==> config.mk <==
export PLATFORM = sky130hd
export DESIGN_NAME = mips_bus_arbiter_flat
export DESIGN_NICKNAME = d
export VERILOG_FILES = /design/src/rtl/mips_bus_pkg.sv /design/src/rtl/mips_bus_arbiter_if.sv /design/src/rtl/mips_bus_stall_timer.sv /design/src/rtl/mips_bus_arbiter.sv /design/src/flat_wrapper.sv
export SDC_FILE = /design/constraint.sdc
export NUM_CORES = 1
export LEC_CHECK = 0
export CAP_MARGIN = 20
export CELL_PAD_IN_SITES_DETAIL_PLACEMENT = 1
export CELL_PAD_IN_SITES_GLOBAL_PLACEMENT = 1
export CORE_ASPECT_RATIO = 0.5
export CORE_MARGIN = 2
export CORE_UTILIZATION = 10
export CTS_BUF_LIST = sky130_fd_sc_hd__clkbuf_16
export DETAILED_ROUTE_END_ITERATION = 7
export GPL_TIMING_DRIVEN = 1
export PLACE_DENSITY_LB_ADDON = 0.1
export SLEW_MARGIN = 10
export SYNTH_ARGS = -nofsm -noshare
export SYNTH_HDL_FRONTEND = slang
export SYNTH_SLANG_ARGS = --single-unit
==> constraint.sdc <==
create_clock -name clk -period 1.59 [get_ports clk]
set_input_delay 0.318 -clock clk [delete_from_list [all_inputs] [get_ports clk]]
set_output_delay 0.318 -clock clk [all_outputs]
set_load 0.02 [all_outputs]
==> src/rtl/mips_bus_pkg.sv <==
// rtl/mips_bus_pkg.sv - shared types and constants for the two-master bus arbiter
package mips_bus_pkg;

    // Arbiter FSM: no owner, or the slave granted to master 0 / master 1.
    typedef enum logic [1:0] {
        IDLE = 2'd0,
        GNT0 = 2'd1,
        GNT1 = 2'd2
    } arb_state_t;

    localparam int DEFAULT_ADDR_W = 32;
    localparam int DEFAULT_DATA_W = 32;

    // Read data returned to a master whose transfer was aborted by the stall timer.
    localparam logic [31:0] ABORT_READDATA = 32'hFFFF_FFFF;

endpackage

==> src/rtl/mips_bus_arbiter_if.sv <==
// rtl/mips_bus_arbiter_if.sv - Avalon-style bus bundle: two CPU master ports and one slave port
//
// Signals: m0_* (data port) and m1_* (instruction-fetch port): address, read, write,
//          writedata, byteenable toward the arbiter; waitrequest, readdata back.
//          s_*: address, read, write, writedata, byteenable toward the slave;
//          s_waitrequest, s_readdata back.
// Modports: arb    - the arbiter itself
//           master - the CPU side driving both master ports
//           slave  - the memory side answering the slave port
interface mips_bus_arbiter_if
    import mips_bus_pkg::*;
#(
    parameter int ADDR_W = DEFAULT_ADDR_W,
    parameter int DATA_W = DEFAULT_DATA_W
);
    logic [ADDR_W-1:0]   m0_address,    m1_address;
    logic                m0_read,       m1_read;
    logic                m0_write,      m1_write;
    logic [DATA_W-1:0]   m0_writedata,  m1_writedata;
    logic [DATA_W/8-1:0] m0_byteenable, m1_byteenable;
    logic                m0_waitrequest, m1_waitrequest;
    logic [DATA_W-1:0]   m0_readdata,   m1_readdata;

    logic [ADDR_W-1:0]   s_address;
    logic                s_read;
    logic                s_write;
    logic [DATA_W-1:0]   s_writedata;
    logic [DATA_W/8-1:0] s_byteenable;
    logic                s_waitrequest;
    logic [DATA_W-1:0]   s_readdata;

    modport arb (
        input  m0_address, m0_read, m0_write, m0_writedata, m0_byteenable,
        input  m1_address, m1_read, m1_write, m1_writedata, m1_byteenable,
        output m0_waitrequest, m0_readdata, m1_waitrequest, m1_readdata,
        output s_address, s_read, s_write, s_writedata, s_byteenable,
        input  s_waitrequest, s_readdata
    );

    modport master (
        output m0_address, m0_read, m0_write, m0_writedata, m0_byteenable,
        output m1_address, m1_read, m1_write, m1_writedata, m1_byteenable,
        input  m0_waitrequest, m0_readdata, m1_waitrequest, m1_readdata
    );

    modport slave (
        input  s_address, s_read, s_write, s_writedata, s_byteenable,
        output s_waitrequest, s_readdata
    );

endinterface

==> src/rtl/mips_bus_stall_timer.sv <==
// rtl/mips_bus_stall_timer.sv - 10-bit stall counter for the arbiter abort path (built only with MIPS_BUS_ARB_TIMEOUT_EN)
//
// Ports: clk, reset (async, active-high); clear (highest priority), inc; limit (10 bits);
//        expired - count currently equals limit.
`ifdef MIPS_BUS_ARB_TIMEOUT_EN
module mips_bus_stall_timer (
    input  logic       clk,
    input  logic       reset,
    input  logic       clear,
    input  logic       inc,
    input  logic [9:0] limit,
    output logic       expired
);
    logic [9:0] count;

    always_ff @(posedge clk or posedge reset) begin
        if (reset) begin
            count <= '0;
        end else if (clear) begin
            count <= '0;
        end else if (inc) begin
            count <= count + 10'd1;
        end
    end

    assign expired = (count == limit);

endmodule
`endif

==> src/rtl/mips_bus_arbiter.sv <==
// rtl/mips_bus_arbiter.sv - round-robin arbiter granting one Avalon-style slave to two CPU master ports
//
// Ports: clk, reset (async, active-high); bus (mips_bus_arbiter_if.arb) carrying both
//        master ports and the slave port; timeout_err - sticky stall-abort flag.
// Optional: MIPS_BUS_ARB_TIMEOUT_EN builds the stall timer that aborts a grant after
//           TIMEOUT stalled cycles; without it timeout_err is tied low.
module mips_bus_arbiter
    import mips_bus_pkg::*;
#(
    parameter int ADDR_W  = DEFAULT_ADDR_W,
    parameter int DATA_W  = DEFAULT_DATA_W,
    parameter int TIMEOUT = 255
) (
    input  logic             clk,
    input  logic             reset,
    mips_bus_arbiter_if.arb  bus,
    output logic             timeout_err
);
    if (TIMEOUT < 1 || TIMEOUT > 1023) begin : g_bad_timeout
        $error("mips_bus_arbiter: TIMEOUT must be within 1..1023");
    end
    if (ADDR_W < 1 || DATA_W < 8 || (DATA_W % 8) != 0) begin : g_bad_width
        $error("mips_bus_arbiter: ADDR_W must be >= 1 and DATA_W a multiple of 8");
    end

    arb_state_t state, state_next;
    logic       last_grant, last_grant_next;
    logic       req0, req1, req_g, granted, abort, done;

    assign req0    = bus.m0_read | bus.m0_write;
    assign req1    = bus.m1_read | bus.m1_write;
    assign granted = (state != IDLE);
    assign req_g   = (state == GNT0) ? req0 : (state == GNT1) ? req1 : 1'b0;
    // An abort ends the transfer exactly like a real completion.
    assign done    = req_g & (~bus.s_waitrequest | abort);

`ifdef MIPS_BUS_ARB_TIMEOUT_EN
    localparam logic [DATA_W-1:0] ABORT_DATA = DATA_W'(ABORT_READDATA);
    logic expired;

    mips_bus_stall_timer u_stall_timer (
        .clk     (clk),
        .reset   (reset),
        .clear   (~granted | (state_next != state)),
        .inc     (granted & req_g & bus.s_waitrequest),
        .limit   (10'(TIMEOUT)),
        .expired (expired)
    );

    assign abort = granted & req_g & expired;

    always_ff @(posedge clk or posedge reset) begin
        if (reset) begin
            timeout_err <= 1'b0;
        end else if (abort) begin
            timeout_err <= 1'b1;
        end
    end
`else
    assign abort       = 1'b0;
    assign timeout_err = 1'b0;
`endif

    always_ff @(posedge clk or posedge reset) begin
        if (reset) begin
            state      <= IDLE;
            last_grant <= 1'b1;
        end else begin
            state      <= state_next;
            last_grant <= last_grant_next;
        end
    end

    always_comb begin
        state_next      = state;
        last_grant_next = last_grant;
        case (state)
            IDLE: begin
                // On a tie the master that did not win last time goes first.
                if (req0 && (!req1 || last_grant)) begin
                    state_next = GNT0;
                end else if (req1) begin
                    state_next = GNT1;
                end
            end
            GNT0: begin
                if (done) begin
                    last_grant_next = 1'b0;
                    state_next      = req1 ? GNT1 : IDLE;
                end else if (!req0) begin
                    state_next = IDLE;
                end
            end
            GNT1: begin
                if (done) begin
                    last_grant_next = 1'b1;
                    state_next      = req0 ? GNT0 : IDLE;
                end else if (!req1) begin
                    state_next = IDLE;
                end
            end
            default: state_next = IDLE;
        endcase
    end

    always_comb begin
        bus.s_address      = '0;
        bus.s_read         = 1'b0;
        bus.s_write        = 1'b0;
        bus.s_writedata    = '0;
        bus.s_byteenable   = '0;
        bus.m0_waitrequest = 1'b1;
        bus.m1_waitrequest = 1'b1;
        bus.m0_readdata    = '0;
        bus.m1_readdata    = '0;
        case (state)
            GNT0: begin
                bus.s_address      = bus.m0_address;
                bus.s_read         = bus.m0_read;
                bus.s_write        = bus.m0_write;
                bus.s_writedata    = bus.m0_writedata;
                bus.s_byteenable   = bus.m0_byteenable;
                bus.m0_waitrequest = bus.s_waitrequest;
                bus.m0_readdata    = bus.s_readdata;
`ifdef MIPS_BUS_ARB_TIMEOUT_EN
                if (abort) begin
                    bus.s_read         = 1'b0;
                    bus.s_write        = 1'b0;
                    bus.m0_waitrequest = 1'b0;
                    bus.m0_readdata    = ABORT_DATA;
                end
`endif
            end
            GNT1: begin
                bus.s_address      = bus.m1_address;
                bus.s_read         = bus.m1_read;
                bus.s_write        = bus.m1_write;
                bus.s_writedata    = bus.m1_writedata;
                bus.s_byteenable   = bus.m1_byteenable;
                bus.m1_waitrequest = bus.s_waitrequest;
                bus.m1_readdata    = bus.s_readdata;
`ifdef MIPS_BUS_ARB_TIMEOUT_EN
                if (abort) begin
                    bus.s_read         = 1'b0;
                    bus.s_write        = 1'b0;
                    bus.m1_waitrequest = 1'b0;
                    bus.m1_readdata    = ABORT_DATA;
                end
`endif
            end
            default: ;
        endcase
    end

endmodule
==> src/flat_wrapper.sv <==
// flat-port wrapper written by rule: the top's interface ports become plain ports
module mips_bus_arbiter_flat import mips_bus_pkg::*;
#(
    parameter int ADDR_W  = DEFAULT_ADDR_W,
    parameter int DATA_W  = DEFAULT_DATA_W,
    parameter int TIMEOUT = 255
)
  (clk, reset, timeout_err, bus_m0_address, bus_m0_read, bus_m0_write, bus_m0_writedata, bus_m0_byteenable, bus_m1_address, bus_m1_read, bus_m1_write, bus_m1_writedata, bus_m1_byteenable, bus_m0_waitrequest, bus_m0_readdata, bus_m1_waitrequest, bus_m1_readdata, bus_s_address, bus_s_read, bus_s_write, bus_s_writedata, bus_s_byteenable, bus_s_waitrequest, bus_s_readdata);
  mips_bus_arbiter_if #(.ADDR_W(ADDR_W), .DATA_W(DATA_W)) bus_i ();
  input  logic clk;
  input  logic reset;
  output logic timeout_err;
  input wire logic [$bits(bus_i.m0_address)-1:0] bus_m0_address;
  input wire logic [$bits(bus_i.m0_read)-1:0] bus_m0_read;
  input wire logic [$bits(bus_i.m0_write)-1:0] bus_m0_write;
  input wire logic [$bits(bus_i.m0_writedata)-1:0] bus_m0_writedata;
  input wire logic [$bits(bus_i.m0_byteenable)-1:0] bus_m0_byteenable;
  input wire logic [$bits(bus_i.m1_address)-1:0] bus_m1_address;
  input wire logic [$bits(bus_i.m1_read)-1:0] bus_m1_read;
  input wire logic [$bits(bus_i.m1_write)-1:0] bus_m1_write;
  input wire logic [$bits(bus_i.m1_writedata)-1:0] bus_m1_writedata;
  input wire logic [$bits(bus_i.m1_byteenable)-1:0] bus_m1_byteenable;
  output wire logic [$bits(bus_i.m0_waitrequest)-1:0] bus_m0_waitrequest;
  output wire logic [$bits(bus_i.m0_readdata)-1:0] bus_m0_readdata;
  output wire logic [$bits(bus_i.m1_waitrequest)-1:0] bus_m1_waitrequest;
  output wire logic [$bits(bus_i.m1_readdata)-1:0] bus_m1_readdata;
  output wire logic [$bits(bus_i.s_address)-1:0] bus_s_address;
  output wire logic [$bits(bus_i.s_read)-1:0] bus_s_read;
  output wire logic [$bits(bus_i.s_write)-1:0] bus_s_write;
  output wire logic [$bits(bus_i.s_writedata)-1:0] bus_s_writedata;
  output wire logic [$bits(bus_i.s_byteenable)-1:0] bus_s_byteenable;
  input wire logic [$bits(bus_i.s_waitrequest)-1:0] bus_s_waitrequest;
  input wire logic [$bits(bus_i.s_readdata)-1:0] bus_s_readdata;
  assign bus_i.m0_address = bus_m0_address;
  assign bus_i.m0_read = bus_m0_read;
  assign bus_i.m0_write = bus_m0_write;
  assign bus_i.m0_writedata = bus_m0_writedata;
  assign bus_i.m0_byteenable = bus_m0_byteenable;
  assign bus_i.m1_address = bus_m1_address;
  assign bus_i.m1_read = bus_m1_read;
  assign bus_i.m1_write = bus_m1_write;
  assign bus_i.m1_writedata = bus_m1_writedata;
  assign bus_i.m1_byteenable = bus_m1_byteenable;
  assign bus_m0_waitrequest = bus_i.m0_waitrequest;
  assign bus_m0_readdata = bus_i.m0_readdata;
  assign bus_m1_waitrequest = bus_i.m1_waitrequest;
  assign bus_m1_readdata = bus_i.m1_readdata;
  assign bus_s_address = bus_i.s_address;
  assign bus_s_read = bus_i.s_read;
  assign bus_s_write = bus_i.s_write;
  assign bus_s_writedata = bus_i.s_writedata;
  assign bus_s_byteenable = bus_i.s_byteenable;
  assign bus_i.s_waitrequest = bus_s_waitrequest;
  assign bus_i.s_readdata = bus_s_readdata;
  mips_bus_arbiter #(.ADDR_W(ADDR_W), .DATA_W(DATA_W), .TIMEOUT(TIMEOUT)) u_core (.clk(clk), .reset(reset), .bus(bus_i), .timeout_err(timeout_err));
endmodule
==> results of run 1 <==
## worst reg2reg max path, stage by stage (launching register included)
cell	delay, ps
dfrtp_1	380
inv_2	70
buf_6	90
ha_4	220
buf_12	190
nor3b_4	270
o221ai_2	120
o211ai_1	130
mux2_1	360
## placed cells by master, fill, tap and decap left out, types with 2 or more instances in the layout
cell             instances
clkdlybuf4s15_2          4
buf_2                   13
a21oi_1                  2
buf_8                    5
buf_6                   33
clkbuf_16                8
dfrtp_1                  2
a22oi_1                 22
nand2b_4                 2
and2_1                  24
and2_4                  15
buf_4                   81
inv_1                    4
mux2_1                   2
a22oi_2                 48
ha_4                     2
and2_2                  25
nor2_1                   2
ha_1                     2
nor2_2                  70
buf_12                  11
clkbuf_2                31
o21ba_1                  2
clkdlybuf4s50_1        174
## per-stage QoR
step / instances / instance area (µm²)
2_1_floorplan: 271 / 1980
3_3_place_gp: 807 / 5490
3_5_place_dp: 807 / 5490
4_1_cts: 812 / 5470
5_1_grt: 827 / 5820
6_report: 827 / 5820
## report_power, final
| group | total [mW] | internal [mW] | switching (mW) |
|---|---|---|---|
| clock | 0.397 | 0.325 | 0.0724 |
| combinational | 7.89 | 3.67 | 4.22 |
| sequential | 0.140 | 0.119 | 0.0214 |
| total | 8.43 | 4.12 | 4.31 |
## sequential cells by signal, summed over array words and instances (netlist names)
name / count
u_core.state: 2
u_core.last_grant: 1
## final timing paths
check                                   from                  end  slack, ps
min                                    reset      u_core.state[1]        280
max in group asynchronous              reset    u_core.last_grant       1100
max reg2reg                  u_core.state[1]      u_core.state[0]       -360
min in group clk           u_core.last_grant    u_core.last_grant        550
min reg2reg                u_core.last_grant    u_core.last_grant        550
max                          u_core.state[1]  bus_s_writedata[28]       -400
## layout make-up
class                      count  area (µm²)  area share (%)
multi-input combinational    231        1950            33.5
sequential                     3        76.3            1.31
timing repair buffer         357        3410            58.6
inverter                       5        21.3           0.366
clock inverter                 1        3.75          0.0645
clock buffer                   3        75.1            1.29
tap                          227         284            4.88
## cell usage after synthesis (2+ instances only)
cell,number,area share (%)
and2_1,64,24
nor2_1,72,16
buf_4,2,0.90
buf_2,11,3.3
a22oi_1,70,32
a21oi_1,2,0.60
inv_1,4,0.90
clkbuf_1,18,4.1
dfrtp_1,2,3.0
o21ba_1,2,1.2
ha_1,4,3.0
mux2_1,2,1.4
nor3_1,2,0.60
## cells by family (layout without fill, tap and decap cells)
kind of cell / count (synthesis) / after routing / share of synthesized area, %
adder cells (fa/ha/maj): 4 / 4 / 3.01
AO/OA/AOI/OAI: 79 / 79 / 36.4
AND/OR/NAND/NOR: 144 / 144 / 43.7
multiplexers: 3 / 3 / 1.95
buffers and inverters: 37 / 366 / 10.1
other: 1 / 1 / 0.225
flip-flops: 3 / 3 / 4.58
## repair_timing
action                     in CTS  in global routing
cloned                          0                  7
setup endpoints to repair     139                139
pin swaps                       0                  6
gates resized for setup       464                250
setup buffers                   1                  8
## routing by layer
| layer | wire (µm) | share of wire [%] | up-vias |
|---|---|---|---|
| met5 | 0 | 0 | - |
| met2 | 7300 | 53 | 122 |
| li1 | - | - | 1607 |
| met1 | 5580 | 40 | 1590 |
| met3 | 687 | 4.9 | 21 |
| met4 | 329 | 2.4 | 0 |
==> flow_metrics.py, run 1 <==
metrics = {
    "route": {
        "drt-total-wl_mm": 13.9,
        "viasPerCell": 4.04,
        "dr_total_vias": 3340,
        "drc": 0,
        "first_pass_iters": 4,
        "drt-initial-drc-count": 49,
        "wl_per_cell_um": 16.8,
        "ant_nets": 0,
    },
    "critical_path": {
        "crit_chain": "buf_4, ha_4, buf_12, a22oi_1, nor2_2, clkdlybuf4s15_2",
        "cpLargestDelayFamily": "buffers and inverters",
        "reg2reg_depth": 8,
        "crit_type": "flip-flop to output port",
        "cp-end-kind": "output port",
        "worst_path_largest_cell_delay_ps": 380,
        "cp.depth": 6,
        "cp-start-kind": "flip-flop",
        "critPathArrivalTime_ps": 1670,
        "cpMaxStageDelayCell": "dfrtp_1",
        "path_max_fanout": 28,
        "critical_path_buf_inv_count": 3,
        "cp.required_ps": 1270,
    },
    "synth": {
        "yosysSeqAreaShare_pct": 4.58,
        "syn-num-nets": 450,
        "yosysUniqueCellTypes": 29,
        "synth.avg_cell_area_um2": 6.15,
        "syn_inst": 271,
        "ys.flop_type": "dfrtp_1",
        "synth_edf_count": 0,
        "syn-cell-area_mm2": 0.00167,
        "async_reset_ff_share_pct": 100,
        "ys_warn_count": 0,
        "synth_seq_cells": 3,
    },
    "clock_network": {
        "clk_pin_slew_worst_paths_ps": 30,
        "clock_sinks": 3,
        "numCtsBuffers": 3,
        "clockBufferDepth": 2,
        "htreeDepth": 1,
        "cts_tree": "yes",
        "root_buffer": "clkbuf_16",
        "cts_hold_buf": 0,
        "clk_latency_ps": 220,
    },
    "cells_and_area": {
        "postLayoutCoreUtil_pct": 35.6,
        "fin_nets": 780,
        "antenna_cells": 0,
        "drive_above_1_share_pct": 59.2,
        "fill_cells": 1931,
        "area_growth_pct": 249,
    },
    "global_routing": {
        "grt.busiest_layer": "met2",
        "grt_start_max_net_pins": 32,
        "grtUsageMet2_pct": 25.7,
        "grt_pass1_vias": 3325,
        "grt_overflow_total": 0,
        "antenna_found_initial": 0,
        "grt_use_total_pct": 13.2,
        "grt_pass1_wl_mm": 18.8,
        "met3_usage_pct": 2.39,
        "globalRouteMet1Util_pct": 15.0,
    },
    "die": {
        "dieArea_mm2": 0.0178,
        "die_h_um": 95.3,
        "num_rows": 33,
        "fp.dieW_um": 187,
        "num_io_pins": 312,
        "core_region_area_mm2": 0.0164,
        "start_util_pct": 10.2,
    },
    "run": {
        "drv_cap": 0,
    },
    "sta": {
        "setup_ws_ps": -398,
        "finalCritPeriodShare_pct": 125,
        "slew_violations": 0,
        "holdWs_ps": 276,
        "fmax_ghz": 0.503,
        "finClkSkew_ps": 0.190,
        "finalSetupViolCount": 139,
        "rsz0062_at_grt": "true",
        "tns_ps": -39320,
        "hold_viol_final": 0,
        "min_period_ps": 1990,
    },
    "placement": {
        "place_worst_setup_slack_ps": -566,
        "port_buffers": 310,
        "hpwlAfterDp_mm": 10.5,
        "gp_congestion": 0.775,
    },
    "run_status": {
        "status": "complete, but fails checks",
        "violations": "setup timing",
    },
    "power": {
        "p_total_mw": 8.43,
        "power_density_mw_per_mm2": 1450,
        "power.leakage_nw": 2.39,
        "ir_drop_uv": 633,
    },
    "worst_hold_path": {
        "min_path_type": "input pin to asynchronous set/reset pin",
    },
}
No activity file was read; power rests on OpenSTA's default activity.
==> inputs of run 2 (changes only) <==
MAX_ROUTING_LAYER = met4   (was default)
SETUP_SLACK_MARGIN = 0.3   (was default)
SLEW_MARGIN = default   (was 10)
==> run 2 against run 1 <==
Net effect: the run still ends with setup timing left; highest routed layer unchanged; utilization increased by 5.8 points; sequential share of layout area down 0.18 points; first-iteration DRC count rose by 59%; sequential power barely moved; clock skew is 2.7 ps higher; total power up 33%; critical path depth grew 3.
==> flow_metrics.py, run 2 (same netlist as run 1, synthesis figures left out) <==
metrics = {
    "run_status": {
        "status": "complete, but fails checks",
        "violations": "setup timing",
    },
    "cells_and_area": {
        "multiInputGateArea_mm2": 0.00218,
        "reg_top3": "u_core.state x2, u_core.last_grant x1",
        "largest_reg_flops": 2,
        "fin_nets": 808,
        "final_cell_mix": "clkdlybuf4s50_1, buf_6, a22oi_2",
        "seqCellArea_um2": 76.3,
        "antenna_cells": 0,
        "final_common_cell": "clkdlybuf4s50_1",
        "fill_cells": 1864,
        "drive_above_1_share_pct": 67.0,
        "area_growth_pct": 307,
        "top_register": "u_core.state",
    },
    "critical_path": {
        "worst_path_largest_cell_delay_ps": 390,
        "crit_top_cell": "buf_6",
        "critical_path_buf_inv_count": 6,
        "cp-start-kind": "flip-flop",
        "crit_chain": "buf_6, ha_4, buf_6, buf_12, buf_8, buf_6, a22oi_2, nor2_4, buf_6",
        "r2r_slack_ps": -420,
        "cpLargestDelayFamily": "buffers and inverters",
        "path_max_fanout": 6,
        "crit_type": "flip-flop to output port",
        "cpMaxStageDelayCell": "dfrtp_1",
        "cp.required_ps": 1270,
        "cp-end-kind": "output port",
        "critPathArrivalTime_ps": 1790,
    },
    "global_routing": {
        "met3_usage_pct": 2.28,
        "grt_use_total_pct": 15.3,
        "globalRouteMet1Util_pct": 18.5,
        "grt_pass1_vias": 3342,
        "grtUsageMet2_pct": 27.9,
        "grt_start_max_net_pins": 30,
        "grt.busiest_layer": "met2",
        "grt_overflow_total": 0,
        "antenna_found_initial": 0,
        "grt_pass1_wl_mm": 20.2,
    },
    "power": {
        "sw_frac_of_total_pct": 46.9,
        "p_int_mw": 5.98,
        "power.leakage_nw": 2.76,
        "clock_power_share_pct": 3.6,
        "ir_drop_uv": 760,
        "pwr-share-comb_pct": 95.1,
        "power_density_mw_per_mm2": 1660,
        "switchingPower_mw": 5.27,
        "seqPwrFrac_pct": 1.3,
        "p_total_mw": 11.2,
    },
    "die": {
        "num_io_pins": 312,
        "core_region_area_mm2": 0.0164,
        "fp.dieW_um": 187,
        "die_h_um": 95.3,
        "num_rows": 33,
        "dieArea_mm2": 0.0178,
        "start_util_pct": 10.2,
    },
    "sta": {
        "finClkSkew_ps": 2.86,
        "min_period_ps": 2110,
        "slew_violations": 0,
        "finalSetupViolCount": 139,
        "setup_ws_ps": -515,
        "fmax_ghz": 0.475,
        "holdWs_ps": 279,
        "hold_viol_final": 0,
        "rsz0062_at_grt": "true",
        "finalCritPeriodShare_pct": 132,
    },
    "run": {
        "drv_cap": 0,
    },
    "clock_network": {
        "htreeDepth": 1,
        "clk_latency_ps": 230,
        "clk_pin_slew_worst_paths_ps": 30,
        "cts_tree": "yes",
        "numCtsBuffers": 3,
        "clockBufferDepth": 2,
        "root_buffer": "clkbuf_16",
        "clock_sinks": 3,
    },
    "route": {
        "ant_nets": 0,
        "wl_per_cell_um": 18.1,
        "drc": 0,
        "drt-total-wl_mm": 15.5,
        "dr_total_vias": 3456,
        "viasPerCell": 4.04,
        "first_pass_iters": 4,
        "drt-initial-drc-count": 78,
    },
    "placement": {
        "gp_congestion": 0.722,
        "hpwlAfterDp_mm": 10.1,
        "port_buffers": 310,
    },
    "worst_hold_path": {
        "min_path_type": "input pin to asynchronous set/reset pin",
    },
}
run 2: cell count changes in the layout (fill, tap and decap cells not counted), sizes merged:
cell / change
clkbuf: -9
buf: +36
bufbuf: +1
run 2: area by class of cell:
| cell class | instances | share of cell area, % |
|---|---|---|
| well taps | 227 | 4.20 |
| flip-flops and latches | 3 | 1.13 |
| repair buffers | 385 | 60.9 |
| inverters | 5 | 0.314 |
| clock inverters | 1 | 0.0554 |
| multi-input cells | 231 | 32.2 |
| clock buffers | 3 | 1.11 |
run 2: final timing paths:
| check | start | to | depth (start not counted) |
|---|---|---|---|
| worst min-delay path | reset | u_core.state[0] | 2 |
| min in group clk | u_core.last_grant | u_core.last_grant | 2 |
| worst max register to register | u_core.state[1] | u_core.state[1] | 8 |
| worst max-delay path | u_core.state[0] | bus_s_address[21] | 9 |
| worst min register to register | u_core.last_grant | u_core.last_grant | 2 |
| max in group asynchronous | reset | u_core.last_grant | 2 |
run 2: metal layers:
layer | up-vias | part of all wire (%)
met1 | 1649 | 45
met5 | - | 0
met2 | 134 | 50
met4 | 0 | 0.60
met3 | 8 | 4.4
li1 | 1665 | -
run 2: stage by stage:
stage	instance area, µm²	setup TNS, ps	std cells	setup WS [ps]	utilization [%]
after detailed placement	5730	-69650	800	-618	35.0
after floorplan	2310	-359	271	-14.5	-
after global placement	5730	-68970	800	-606	35.0
after CTS	6260	-55150	830	-529	38.3
after global routing	6770	-57220	855	-571	41.4
final	6770	-49720	855	-515	41.4
run 2: what timing repair did:
| item | CTS | global route |
|---|---|---|
| resized for setup | 570 | 199 |
| hold buffers | 0 | 0 |
| setup buffers | 17 | 16 |
| setup endpoints to repair | 139 | 139 |
| pin swaps | 21 | 36 |
| gates cloned | 9 | 9 |
run 2: power groups by stage:
| stage | clock [mW] | combinational, mW | sequential [mW] |
|---|---|---|---|
| floorplan | 0 | 4.65 | 0.141 |
| global placement | 0 | 7.84 | 0.142 |
| detailed placement | 0 | 7.85 | 0.143 |
| CTS | 0.418 | 9.40 | 0.140 |
| global route | 0.423 | 11.3 | 0.147 |
| finish | 0.409 | 10.7 | 0.143 |
